`src/rtl/comp_cmd_master.sv`:
```
`timescale 1ns/1ps
// Command master: queues RD/WR/ADD/SUB requests and issues each as a one-cycle storage command; CMD_MASTER_READBACK_EN adds a result readback.
// Latency from accept a: resp after a+2 (WR/ADD/SUB), a+3 (RD), a+4 (readback); resp_ready low stalls in RESP and the FIFO fills until req_ready drops.
module comp_cmd_master #(
  parameter int ADDR_W = 4,
  parameter int DATA_W = 8,
  parameter int OP_W   = 3,
  parameter int DEPTH  = 4
) (
  input  logic              CLK,
  input  logic              RESET,
  input  logic              req_valid,
  output logic              req_ready,
  input  logic [OP_W-1:0]   req_op,
  input  logic [ADDR_W-1:0] req_addA,
  input  logic [ADDR_W-1:0] req_addB,
  input  logic [ADDR_W-1:0] req_addC,
  input  logic [DATA_W-1:0] req_data,
  output logic              resp_valid,
  input  logic              resp_ready,
  output logic [OP_W-1:0]   resp_op,
  output logic [DATA_W-1:0] resp_data,
  output logic              resp_err,
  output logic [OP_W-1:0]   mem_op,
  output logic [ADDR_W-1:0] mem_addA,
  output logic [ADDR_W-1:0] mem_addB,
  output logic [ADDR_W-1:0] mem_addC,
  output logic [DATA_W-1:0] mem_dq_out,
  output logic              mem_dq_oe,
  input  logic [DATA_W-1:0] mem_dq_in,
  output logic              busy
);

  localparam int PW    = $clog2(DEPTH);
  localparam int REQ_W = OP_W + 3*ADDR_W + DATA_W;

  localparam logic [OP_W-1:0] OP_NOP = OP_W'(0);
  localparam logic [OP_W-1:0] OP_RD  = OP_W'(1);
  localparam logic [OP_W-1:0] OP_WR  = OP_W'(2);
  localparam logic [OP_W-1:0] OP_SUB = OP_W'(4);

  typedef enum logic [2:0] {IDLE, ISSUE, RB_ISSUE, RD_WAIT, RESP} state_t;

  logic [REQ_W-1:0] fifo_mem [DEPTH];
  logic [PW:0]      wr_ptr, rd_ptr;
  logic             empty, full, push, pop;

  logic [OP_W-1:0]   h_op;
  logic [ADDR_W-1:0] h_addA, h_addB, h_addC;
  logic [DATA_W-1:0] h_data;

  state_t            state, state_nxt;
  logic [OP_W-1:0]   cur_op, cur_op_nxt;
  logic [ADDR_W-1:0] cur_addc, cur_addc_nxt;
  logic [OP_W-1:0]   mem_op_nxt;
  logic [ADDR_W-1:0] mem_adda_nxt, mem_addb_nxt, mem_addc_nxt;
  logic [DATA_W-1:0] mem_dq_out_nxt;
  logic              mem_dq_oe_nxt;
  logic              resp_valid_nxt;
  logic [OP_W-1:0]   resp_op_nxt;
  logic [DATA_W-1:0] resp_data_nxt;
  logic              resp_err_nxt;

  assign empty     = (wr_ptr == rd_ptr);
  assign full      = (wr_ptr[PW] != rd_ptr[PW]) && (wr_ptr[PW-1:0] == rd_ptr[PW-1:0]);
  assign req_ready = !full;
  assign push      = req_valid && req_ready;
  assign pop       = (state == IDLE) && !empty;
  assign busy      = (state != IDLE) || !empty;

  assign {h_op, h_addA, h_addB, h_addC, h_data} = fifo_mem[rd_ptr[PW-1:0]];

  always_ff @(posedge CLK) begin
    if (push) fifo_mem[wr_ptr[PW-1:0]] <= {req_op, req_addA, req_addB, req_addC, req_data};
  end

  always_ff @(posedge CLK) begin
    if (RESET) begin
      wr_ptr <= '0;
      rd_ptr <= '0;
    end else begin
      if (push) wr_ptr <= wr_ptr + 1'b1;
      if (pop)  rd_ptr <= rd_ptr + 1'b1;
    end
  end

  always_ff @(posedge CLK) begin
    if (RESET) begin
      state      <= IDLE;
      cur_op     <= '0;
      cur_addc   <= '0;
      mem_op     <= OP_NOP;
      mem_addA   <= '0;
      mem_addB   <= '0;
      mem_addC   <= '0;
      mem_dq_out <= '0;
      mem_dq_oe  <= 1'b0;
      resp_valid <= 1'b0;
      resp_op    <= '0;
      resp_data  <= '0;
      resp_err   <= 1'b0;
    end else begin
      state      <= state_nxt;
      cur_op     <= cur_op_nxt;
      cur_addc   <= cur_addc_nxt;
      mem_op     <= mem_op_nxt;
      mem_addA   <= mem_adda_nxt;
      mem_addB   <= mem_addb_nxt;
      mem_addC   <= mem_addc_nxt;
      mem_dq_out <= mem_dq_out_nxt;
      mem_dq_oe  <= mem_dq_oe_nxt;
      resp_valid <= resp_valid_nxt;
      resp_op    <= resp_op_nxt;
      resp_data  <= resp_data_nxt;
      resp_err   <= resp_err_nxt;
    end
  end

  always_comb begin
    state_nxt      = state;
    cur_op_nxt     = cur_op;
    cur_addc_nxt   = cur_addc;
    mem_op_nxt     = mem_op;
    mem_adda_nxt   = mem_addA;
    mem_addb_nxt   = mem_addB;
    mem_addc_nxt   = mem_addC;
    mem_dq_out_nxt = mem_dq_out;
    mem_dq_oe_nxt  = mem_dq_oe;
    resp_valid_nxt = resp_valid;
    resp_op_nxt    = resp_op;
    resp_data_nxt  = resp_data;
    resp_err_nxt   = resp_err;
    case (state)
      IDLE: begin
        if (!empty) begin
          cur_op_nxt    = h_op;
          cur_addc_nxt  = h_addC;
          resp_op_nxt   = h_op;
          resp_data_nxt = '0;
          resp_err_nxt  = 1'b0;
          if (h_op > OP_SUB) begin
            resp_err_nxt   = 1'b1;
            resp_valid_nxt = 1'b1;
            state_nxt      = RESP;
          end else if (h_op == OP_NOP) begin
            resp_valid_nxt = 1'b1;
            state_nxt      = RESP;
          end else begin
            mem_op_nxt   = h_op;
            mem_adda_nxt = h_addA;
            mem_addb_nxt = h_addB;
            mem_addc_nxt = h_addC;
            if (h_op == OP_WR) begin
              mem_dq_out_nxt = h_data;
              mem_dq_oe_nxt  = 1'b1;
            end
            state_nxt = ISSUE;
          end
        end
      end
      ISSUE: begin
        mem_op_nxt    = OP_NOP;
        mem_dq_oe_nxt = 1'b0;
        if (cur_op == OP_RD) begin
          state_nxt = RD_WAIT;
        end else begin
`ifdef CMD_MASTER_READBACK_EN
          // Read the destination back so the response carries the stored result.
          mem_op_nxt   = OP_RD;
          mem_adda_nxt = cur_addc;
          state_nxt    = RB_ISSUE;
`else
          resp_data_nxt  = '0;
          resp_valid_nxt = 1'b1;
          state_nxt      = RESP;
`endif
        end
      end
      RB_ISSUE: begin
        mem_op_nxt = OP_NOP;
        state_nxt  = RD_WAIT;
      end
      RD_WAIT: begin
        resp_data_nxt  = mem_dq_in;
        resp_valid_nxt = 1'b1;
        state_nxt      = RESP;
      end
      RESP: begin
        if (resp_ready) begin
          resp_valid_nxt = 1'b0;
          state_nxt      = IDLE;
        end
      end
      default: state_nxt = IDLE;
    endcase
  end

endmodule
```
`config.mk`:
```
export PLATFORM = sky130hd
export DESIGN_NAME = comp_cmd_master
export DESIGN_NICKNAME = d
export VERILOG_FILES = /design/src/rtl/comp_cmd_master.sv
export SDC_FILE = /design/constraint.sdc
export NUM_CORES = 1
export LEC_CHECK = 0
export ABC_CLOCK_PERIOD_IN_PS = 3500
export CORE_MARGIN = 3
export CORE_UTILIZATION = 54
export DETAILED_ROUTE_END_ITERATION = 7
export MAX_ROUTING_LAYER = met4
export PLACE_DENSITY = 0.79
export SLEW_MARGIN = 20
export SYNTH_ARGS = -nofsm -noshare
export SYNTH_HDL_FRONTEND = slang
export SYNTH_SLANG_ARGS = --single-unit
```
`constraint.sdc`:
```
create_clock -name CLK -period 3.5 [get_ports CLK]
set_input_delay 0.7 -clock CLK [delete_from_list [all_inputs] [get_ports CLK]]
set_output_delay 0.7 -clock CLK [all_outputs]
set_load 0.02 [all_outputs]
```
==> results.yml, run 1 <==
clock_tree:
  cts-root-buf: "clkbuf_8"
  postCtsSetupRepairBufs: 0
  clock_latency_ps: 510
  clk_pin_slew_ps: 60
  cts-resized-gates: 0
  hold_buffers: 0
  htreeDepth: 4
  cts_buffer_depth: 2
  cts_tree: "built"
  cts_made_buffers: 17
  cts_sinks: 140
worst_hold_path:
  worstHoldPathType: "flip-flop to flip-flop"
  min_from: "resp_data[5]"
  hold_path_end: "resp_data[5]"
  whs_path_depth: 2
placed_design:
  io_buffers: 73
  place_ws_ps: 663.7
  place_congestion: 0.7778
  hpwl_mm: 6.435
  dp_cells: 541
logic_synthesis:
  avgSynthCellArea_sq_um: 15.85
  ys_seq_area_frac: 0.6810
  syn_inst: 345
  ys_async_sr_fraction: 0
  yosysWarnings: 0
  syn_area_sq_um: 5468
  ys.flop_type: "edfxtp_1"
  synth-edff-count: 92
  synth_nets: 387
  ys_seq_elements: 140
  synth_cell_types: 41
sta:
  min_period_over_period: 0.8114
  timing.slew.headroom: 0.4614
  setup_viol: 0
  worst_pin_slew_ps: 801.7
  hold_slack_ps: 470.8
  finalClockSkew_ps: 9.435
  setup_ws_ps: 660.3
  setup_tns_ps: 0
  drv_slew: 0
  fmax_ghz: 0.3521
  rsz0062_at_grt: "false"
  fin_crit_ps: 2840
  finalHoldViolCount: 0
final_layout:
  final_cells: 573
  fin_util: 0.7050
  fillers: 648
  num_antenna_cells: 0
  layout.nets: 469
  area_growth_pct: 26.61
  drive_gt1_frac: 0.1682
critical_path:
  cp-end-kind: "flip-flop"
  critical_path.top_delay_family: "multiplexers"
  regToRegSetupSlack_ps: 660
  setup.worst_path.start_class: "flip-flop"
  critPathArrivalTime_ps: 3230
  timing.critical_path.cells: "mux4_1, or2_2, inv_1, ha_1, o311a_1, buf_4, a21boi_0, o21ba_2"
  r2r-end: "mem_dq_out[6]"
  critPathMaxStageDelay_ps: 680
  slowest_stage: "mux4_1"
  crit_type: "flip-flop to flip-flop"
  crit_fanout: 28
  timing.reg2reg.worst_path_depth: 8
  crit_buf_inv: 2
  required_ps: 3900
power:
  ir_worst_vdd_uv: 546.0
  p_leak_nw: 2.434
  p_per_area_nw_per_um2: 757.4
detailed_routing:
  num_vias: 3101
  routed_wl_mm: 10.23
  drcViolationCount: 0
  wl_per_cell_um: 17.85
  drt_iter0_drc: 219
  via_per_inst: 5.412
  dr.pass1.iters: 4
  ant_nets: 0
status:
  run_status: "finished clean"
floorplanning:
  dieArea_sq_um: 11370
  io_pins: 74
  core_sq_um: 9819
  row_count: 36
  initial_core_util: 0.5568
  die_w_um: 106.6
  die_h_um: 106.6
global_route:
  gr-total-overflow: 0
  antenna_found_initial: 0
  grt_max_degree: 49
  grt_util_all_layers: 0.2008
  grt_pass1_wl_mm: 16.94
  grt_pass1_vias: 3348
flow_run:
  max_cap_viol_count: 0
-- report_power, final --
part	internal (mW)	switching, mW	leakage (nW)
Clock	1.08	0.653	0.284
Combinational	0.675	0.723	0.915
Sequential	1.96	0.152	1.24
Total	3.72	1.53	2.43
-- kinds of logic (layout without fill, tap and decap cells) --
logic type | Yosys count | in the layout | share of synthesized area
flip-flops | 140 | 140 | 0.6810
AND/OR/NAND/NOR | 77 | 77 | 0.07117
multiplexers | 45 | 45 | 0.1364
AO/OA/AOI/OAI | 42 | 42 | 0.05881
buffers and inverters | 24 | 119 | 0.02060
XOR/XNOR | 10 | 10 | 0.01602
adder cells (fa/ha/maj) | 7 | 7 | 0.01602
-- synth_stat cells (2+ instances only) --
cell type / instances / area share
and2_1: 3 / 0.0034
inv_1: 6 / 0.0041
dfxtp_1: 48 / 0.18
nand3_1: 2 / 0.0018
o31ai_1: 2 / 0.0027
a31oi_1: 2 / 0.0023
xor2_1: 5 / 0.0080
a21oi_1: 4 / 0.0037
and3_1: 8 / 0.0092
mux4_2: 21 / 0.086
nor3_1: 5 / 0.0046
edfxtp_1: 92 / 0.51
o21ai_0: 8 / 0.0073
nand2_1: 15 / 0.010
mux2i_1: 22 / 0.040
clkbuf_1: 10 / 0.0069
o21ba_2: 7 / 0.013
nor2_1: 25 / 0.017
ha_1: 7 / 0.016
o31a_1: 2 / 0.0032
nand2b_1: 12 / 0.014
buf_6: 2 / 0.0041
mux4_1: 2 / 0.0096
buf_2: 6 / 0.0055
xnor2_1: 5 / 0.0080
a21boi_0: 8 / 0.011
or2_2: 2 / 0.0023
-- worst max-delay path by stage --
stage,startpoint,slack (ps),cells after the start,end
finish,flip-flop,660,8,mem_dq_out[6]
detailed placement,flip-flop,660,8,mem_dq_out[5]
global route,flip-flop,440,8,mem_dq_out[5]
floorplan,flip-flop,1070,10,mem_addA[0]
CTS,flip-flop,630,8,mem_dq_out[5]
global placement,flip-flop,750,7,mem_op[0]
-- worst reg2reg max path, cell delays in order, from the launching register on --
cell      delay (ps)
dfxtp_2          590
mux4_1           680
or2_2            330
inv_1             70
ha_1             170
o311a_1          170
buf_4            340
a21boi_0         160
o21ba_2          220
-- placed cells by master, fill, tap and decap left out, types with 2 or more instances in the layout --
master and instances:
clkinvlp_4 3, mux4_2 21, and2_1 3, nor3_1 5, nand2_1 15, mux2i_1 22
a21oi_1 4, clkbuf_16 16, mux4_1 2, xor2_1 5, o31a_1 2, o31ai_1 2
xnor2_1 5, inv_1 6, o21ba_2 7, o21ai_0 8, a21boi_0 8, and3_1 8
buf_4 8, or2_2 2, clkinv_4 3, edfxtp_1 92, ha_1 7, nor2_1 25
dfxtp_1 47, clkinv_2 5, bufinv_16 3, nand3_1 2, a31oi_1 2, clkdlybuf4s50_1 73
nand2b_1 12
-- metal layers --
metal  GRT usage  vias up  share of wire  routed length (um)
met3     0.05840        6          0.055                 566
met4     0.05753        0         0.0066                  68
met1      0.2506     1534           0.43                4443
li1            -     1467              -                   -
met2      0.3242       94           0.50                5150
met5           -        -              0                   0
-- flip-flops by register name, indices dropped and copies added, names as in the netlist, named ones only --
signal and flops:
mem_dq_oe 1, mem_op 3, wr_ptr 3, resp_valid 1, resp_err 1, fifo_mem 92, state 3, rd_ptr 3
mem_addA 4, resp_data 8, cur_op 3, mem_addC 4, mem_addB 4, mem_dq_out 8
-- metrics by stage --
step,power [mW],instance area [sq um]
after floorplan,3.078,5468
after global placement,3.503,6336
after detailed placement,3.538,6336
after CTS,5.292,6923
after global routing,5.496,6923
final,5.243,6923
-- layout make-up --
type | count | area, sq um | area share
repair buffers | 81 | 790.8 | 0.1142
clock inverters | 15 | 172.7 | 0.02494
clock buffers | 17 | 414.1 | 0.05982
inverters | 6 | 22.52 | 0.003253
multi-input cells | 181 | 1632 | 0.2357
well taps | 133 | 166.4 | 0.02404
flip-flops and latches | 140 | 3725 | 0.5380
Note: power is estimated with default switching activity, not from simulation.
==> inputs of run 2 (changes only) <==
Settings changed: ABC_CLOCK_PERIOD_IN_PS 3500 to 2500, CORE_UTILIZATION 54 to 49, PLACE_DENSITY 0.79 to 0.75.
Clock period 3.5 ns to 2.5 ns, I/O delays scaled along.
==> run 2 against run 1 <==
- sequential share of layout area is 1.1 points lower
- non-clock buffer count is 11 higher
- die area is 9.6% higher
- fmax is 17% higher
- largest cell class unchanged
- largest power group unchanged
==> results.yml, run 2 (synthesis results as in run 1) <==
clock_tree:
  cts_made_buffers: 17
  cts-root-buf: "clkbuf_8"
  cts_tree: "built"
  cts_buffer_depth: 2
  cts_sinks: 140
  clock_latency_ps: 520
  clk_pin_slew_ps: 70
  htreeDepth: 4
critical_path:
  timing.critical_path.cells: "mux4_1, or2_2, ha_1, or2_2, a31oi_2, a31oi_1, a211oi_2"
  required_ps: 2930
  timing.reg2reg.worst_path_depth: 7
  slowest_stage: "mux4_1"
  critPathMaxStageDelay_ps: 560
  crit_type: "flip-flop to flip-flop"
  r2r-end: "mem_dq_oe"
  regToRegSetupSlack_ps: 70
  critical_path.most_common_cell: "or2_2"
  critPathArrivalTime_ps: 2860
  cp-end-kind: "flip-flop"
  critical_path.top_delay_family: "simple AND/OR/NAND/NOR gates"
  crit_buf_inv: 0
  crit_fanout: 5
  setup.worst_path.start_class: "flip-flop"
placed_design:
  post_dp_cell_area_sq_um: 6440
  place_congestion: 0.8241
  hpwl_mm: 6.682
  place_ws_ps: 42.68
  io_buffers: 73
final_layout:
  area_growth_pct: 29.38
  num_antenna_cells: 0
  final_cell_mix: "92 x edfxtp_1, 72 x clkdlybuf4s50_1, 45 x dfxtp_1"
  largest_reg_flops: 92
  layout.nets: 480
  final_common_cell: "edfxtp_1"
  fillers: 759
  stdcell_area_sq_um: 7074
  fin_util: 0.6673
  drive_gt1_frac: 0.2106
global_route:
  grt_pass1_wl_mm: 16.79
  gr-total-overflow: 0
  antenna_found_initial: 0
  grt_util_all_layers: 0.1804
  grt_max_degree: 29
  grt_pass1_vias: 3296
floorplanning:
  initial_core_util: 0.5158
  core_sq_um: 10600
  die_w_um: 111.6
  row_count: 37
  die_h_um: 111.6
  dieArea_sq_um: 12460
  io_pins: 74
status:
  run_status: "finished clean"
worst_hold_path:
  worstHoldPathType: "primary input to flip-flop"
  whs_path_depth: 2
  hold_path_end: "resp_err"
  min_from: "RESET"
detailed_routing:
  drt_iter0_drc: 180
  num_vias: 3150
  dr.pass1.iters: 4
  routed_wl_mm: 10.62
  wl_per_cell_um: 18.09
  via_per_inst: 5.366
  drcViolationCount: 0
  ant_nets: 0
sta:
  setup_ws_ps: 68.42
  hold_slack_ps: 422.8
  setup_viol: 0
  min_period_over_period: 0.9726
  finalClockSkew_ps: 11.65
  rsz0062_at_grt: "true"
  drv_slew: 0
  worst_pin_slew_ps: 827.3
  fmax_ghz: 0.4113
  timing.slew.headroom: 0.4442
  finalHoldViolCount: 0
  fin_crit_ps: 2432
power:
  p_leak_nw: 2.506
  power.total_mw: 7.464
  p_per_area_nw_per_um2: 1055
  ir_worst_vdd_uv: 677.2
flow_run:
  max_cap_viol_count: 0
## run 2: cell types whose count changed in the layout (fill, tap and decap cells not counted), moves of 2 or more
cell,previous run,this run
inv_8,0,5
clkinvlp_4,3,1
buf_12,0,3
buf_4,8,16
dfxtp_1,47,45
bufinv_16,3,1
inv_6,1,3
xnor2_2,0,3
clkinv_2,5,2
dfxtp_2,1,3
xnor2_1,5,2
## run 2: per-stage QoR
step | std cells | setup TNS [ps]
after floorplan | 345 | 0
after global placement | 553 | 0
after detailed placement | 553 | 0
after CTS | 585 | 0
after global routing | 587 | -25.03
final | 587 | 0
## run 2: cell type report
cell class | count | area, sq um | share of cell area
timing repair buffer | 92 | 905.9 | 0.1281
inverter | 6 | 22.52 | 0.003184
clock buffer | 17 | 414.1 | 0.05854
sequential | 140 | 3727 | 0.5269
tap | 136 | 170.2 | 0.02405
multi-input combinational | 181 | 1678 | 0.2372
clock inverter | 15 | 156.4 | 0.02211
## run 2: layer usage
layer / vias up / GRT usage / share of wire
li1: 1492 / - / -
met1: 1555 / 0.2110 / 0.42
met2: 90 / 0.2898 / 0.50
met3: 13 / 0.06739 / 0.067
met4: 0 / 0.05921 / 0.016
met5: - / - / 0
## run 2: how the worst max path moves through the flow
stage,startpoint,depth (start not counted),slack (ps),to
3_3_place_gp,flip-flop,7,110,mem_op[0]
2_1_floorplan,flip-flop,10,70,mem_addA[0]
6_report,flip-flop,7,70,mem_dq_oe
5_1_grt,flip-flop,8,-20,mem_addC[2]
3_5_place_dp,flip-flop,7,40,mem_op[0]
4_1_cts,flip-flop,7,20,mem_op[0]
## run 2: repair_timing
action,in CTS,in global routing
setup buffers,0,2
endpoints found under the setup margin,1,6
resized for setup,3,6
gates cloned,0,0
pin swaps,0,2
hold buffers,0,0
## run 2: power breakdown
part           switching [mW]  internal, mW  total (mW)
logic                    1.07          1.06        2.13
clock network            1.02          1.36        2.38
registers               0.208          2.74        2.95
total                    2.30          5.16        7.46
==> inputs of run 3 (changes only) <==
Settings changed: CORE_ASPECT_RATIO from default to 1.5, SLEW_MARGIN 20 to default.
==> run 3 against run 2 <==
- critical path type is now flip-flop to output port
- sequential power barely moved
- sequential cell count did not move
- die area rose by 0.21%
- register-to-register slack improved by 30 ps
- global-route usage rose by 0.48 points
- highest routed layer unchanged
- combinational power barely moved
==> results.yml, run 3 (synthesis results as in run 1) <==
sta:
  setup_viol: 0
  setup_tns_ps: 0
  timing.slew.headroom: 0.4425
  fin_crit_ps: 2409
  finalHoldViolCount: 0
  drv_slew: 0
  finalClockSkew_ps: 7.703
  setup_ws_ps: 91.31
  worst_pin_slew_ps: 829.9
  fmax_ghz: 0.4152
  min_period_over_period: 0.9635
  rsz0062_at_grt: "false"
placed_design:
  hpwl_mm: 6.625
  place_ws_ps: 30.86
  place_congestion: 0.7916
  io_buffers: 73
final_layout:
  num_antenna_cells: 0
  final_cell_mix: "92 x edfxtp_1, 73 x clkdlybuf4s50_1, 47 x dfxtp_1"
  drive_gt1_frac: 0.1830
  final_common_cell: "edfxtp_1"
  area_growth_pct: 28.65
  largest_reg_flops: 92
  layout.nets: 477
  fillers: 767
floorplanning:
  core_sq_um: 10760
  dieArea_sq_um: 12490
  initial_core_util: 0.5080
  row_count: 46
  die_w_um: 92.25
  die_h_um: 135.4
  io_pins: 74
detailed_routing:
  via_per_inst: 5.336
  routed_wl_mm: 10.47
  num_vias: 3159
  drt_iter0_drc: 178
  dr.pass1.iters: 6
  wl_per_cell_um: 17.68
  drcViolationCount: 0
  ant_nets: 0
clock_tree:
  cts_made_buffers: 17
  htreeDepth: 4
  cts_tree: "built"
  cts-root-buf: "clkbuf_16"
  clock_latency_ps: 410
  clk_pin_slew_ps: 60
  cts_sinks: 140
  cts_buffer_depth: 2
critical_path:
  crit_type: "flip-flop to output port"
  critPathArrivalTime_ps: 1910
  setup.worst_path.start_class: "flip-flop"
  cp-end-kind: "output port"
  required_ps: 2000
  crit_fanout: 6
power:
  power.total_mw: 7.365
  p_per_area_nw_per_um2: 1047
  p_leak_nw: 2.465
  ir_worst_vdd_uv: 779.3
status:
  run_status: "finished clean"
global_route:
  grt_max_degree: 49
  gr-total-overflow: 0
  grt_util_all_layers: 0.1852
  grt_pass1_wl_mm: 17.08
  antenna_found_initial: 0
  grt_pass1_vias: 3392
worst_hold_path:
  worstHoldPathType: "flip-flop to flip-flop"
flow_run:
  max_cap_viol_count: 0
-- run 3: cell count changes in the layout (fill, tap and decap cells not counted), sizes merged --
cell,delta
clkbuf,+1
inv,-5
clkdlybuf4s50,+1
buf,-4
clkinvlp,+3
clkinv,+1
-- run 3: layout make-up --
type	instances	area, sq um	share of cell area
Timing Repair Buffer	89	908.4	0.1291
Clock buffer	18	429.2	0.06101
Inverter	6	22.52	0.003202
Tap cell	144	180.2	0.02561
Clock inverter	14	121.4	0.01725
Sequential cell	140	3725	0.5295
Multi-Input combinational cell	181	1648	0.2343
-- run 3: final timing paths --
kind / start / end / slack, ps / cells after the start
hold reg to reg: resp_data[1] / resp_data[1] / 470 / 2
setup / recovery: wr_ptr[0] / busy / 90 / 3
hold / removal: resp_data[1] / resp_data[1] / 470 / 2
setup reg to reg: flip-flop / mem_dq_out[5] / 100 / 8
-- run 3: critical path, cell delays in order, from the launching register on --
cell             delay (ps)
dfxtp_1                 390
xnor2_1                 380
nand4_1                 170
clkdlybuf4s50_1         570
-- run 3: repair_timing --
action / in CTS / in global routing
resized for setup: 0 / 5
hold buffers: 0 / 0
setup endpoints to repair: 0 / 12
buffers inserted: 0 / 0
-- run 3: report_power, final --
group          switching, mW  internal [mW]
registers              0.192           2.74
logic                   1.08           1.06
clock network          0.919           1.37
total                   2.20           5.17
-- run 3: metal layers --
metal	GRT usage	up-vias	wire length, um
met3	0.04947	9	465
li1	-	1484	-
met1	0.2072	1582	4298
met2	0.3236	84	5609
met5	-	-	0
met4	0.05785	0	95
-- run 3: stage by stage --
stage          hold slack (ps)  cells  cell area (sq um)    util
2_1_floorplan            537.7    345               5468       -
3_3_place_gp             460.3    560               6460  0.6002
3_5_place_dp             465.2    560               6460  0.6002
4_1_cts                  475.4    592               7010  0.6514
5_1_grt                  504.6    592               7034  0.6536
6_report                 473.0    592               7034  0.6536
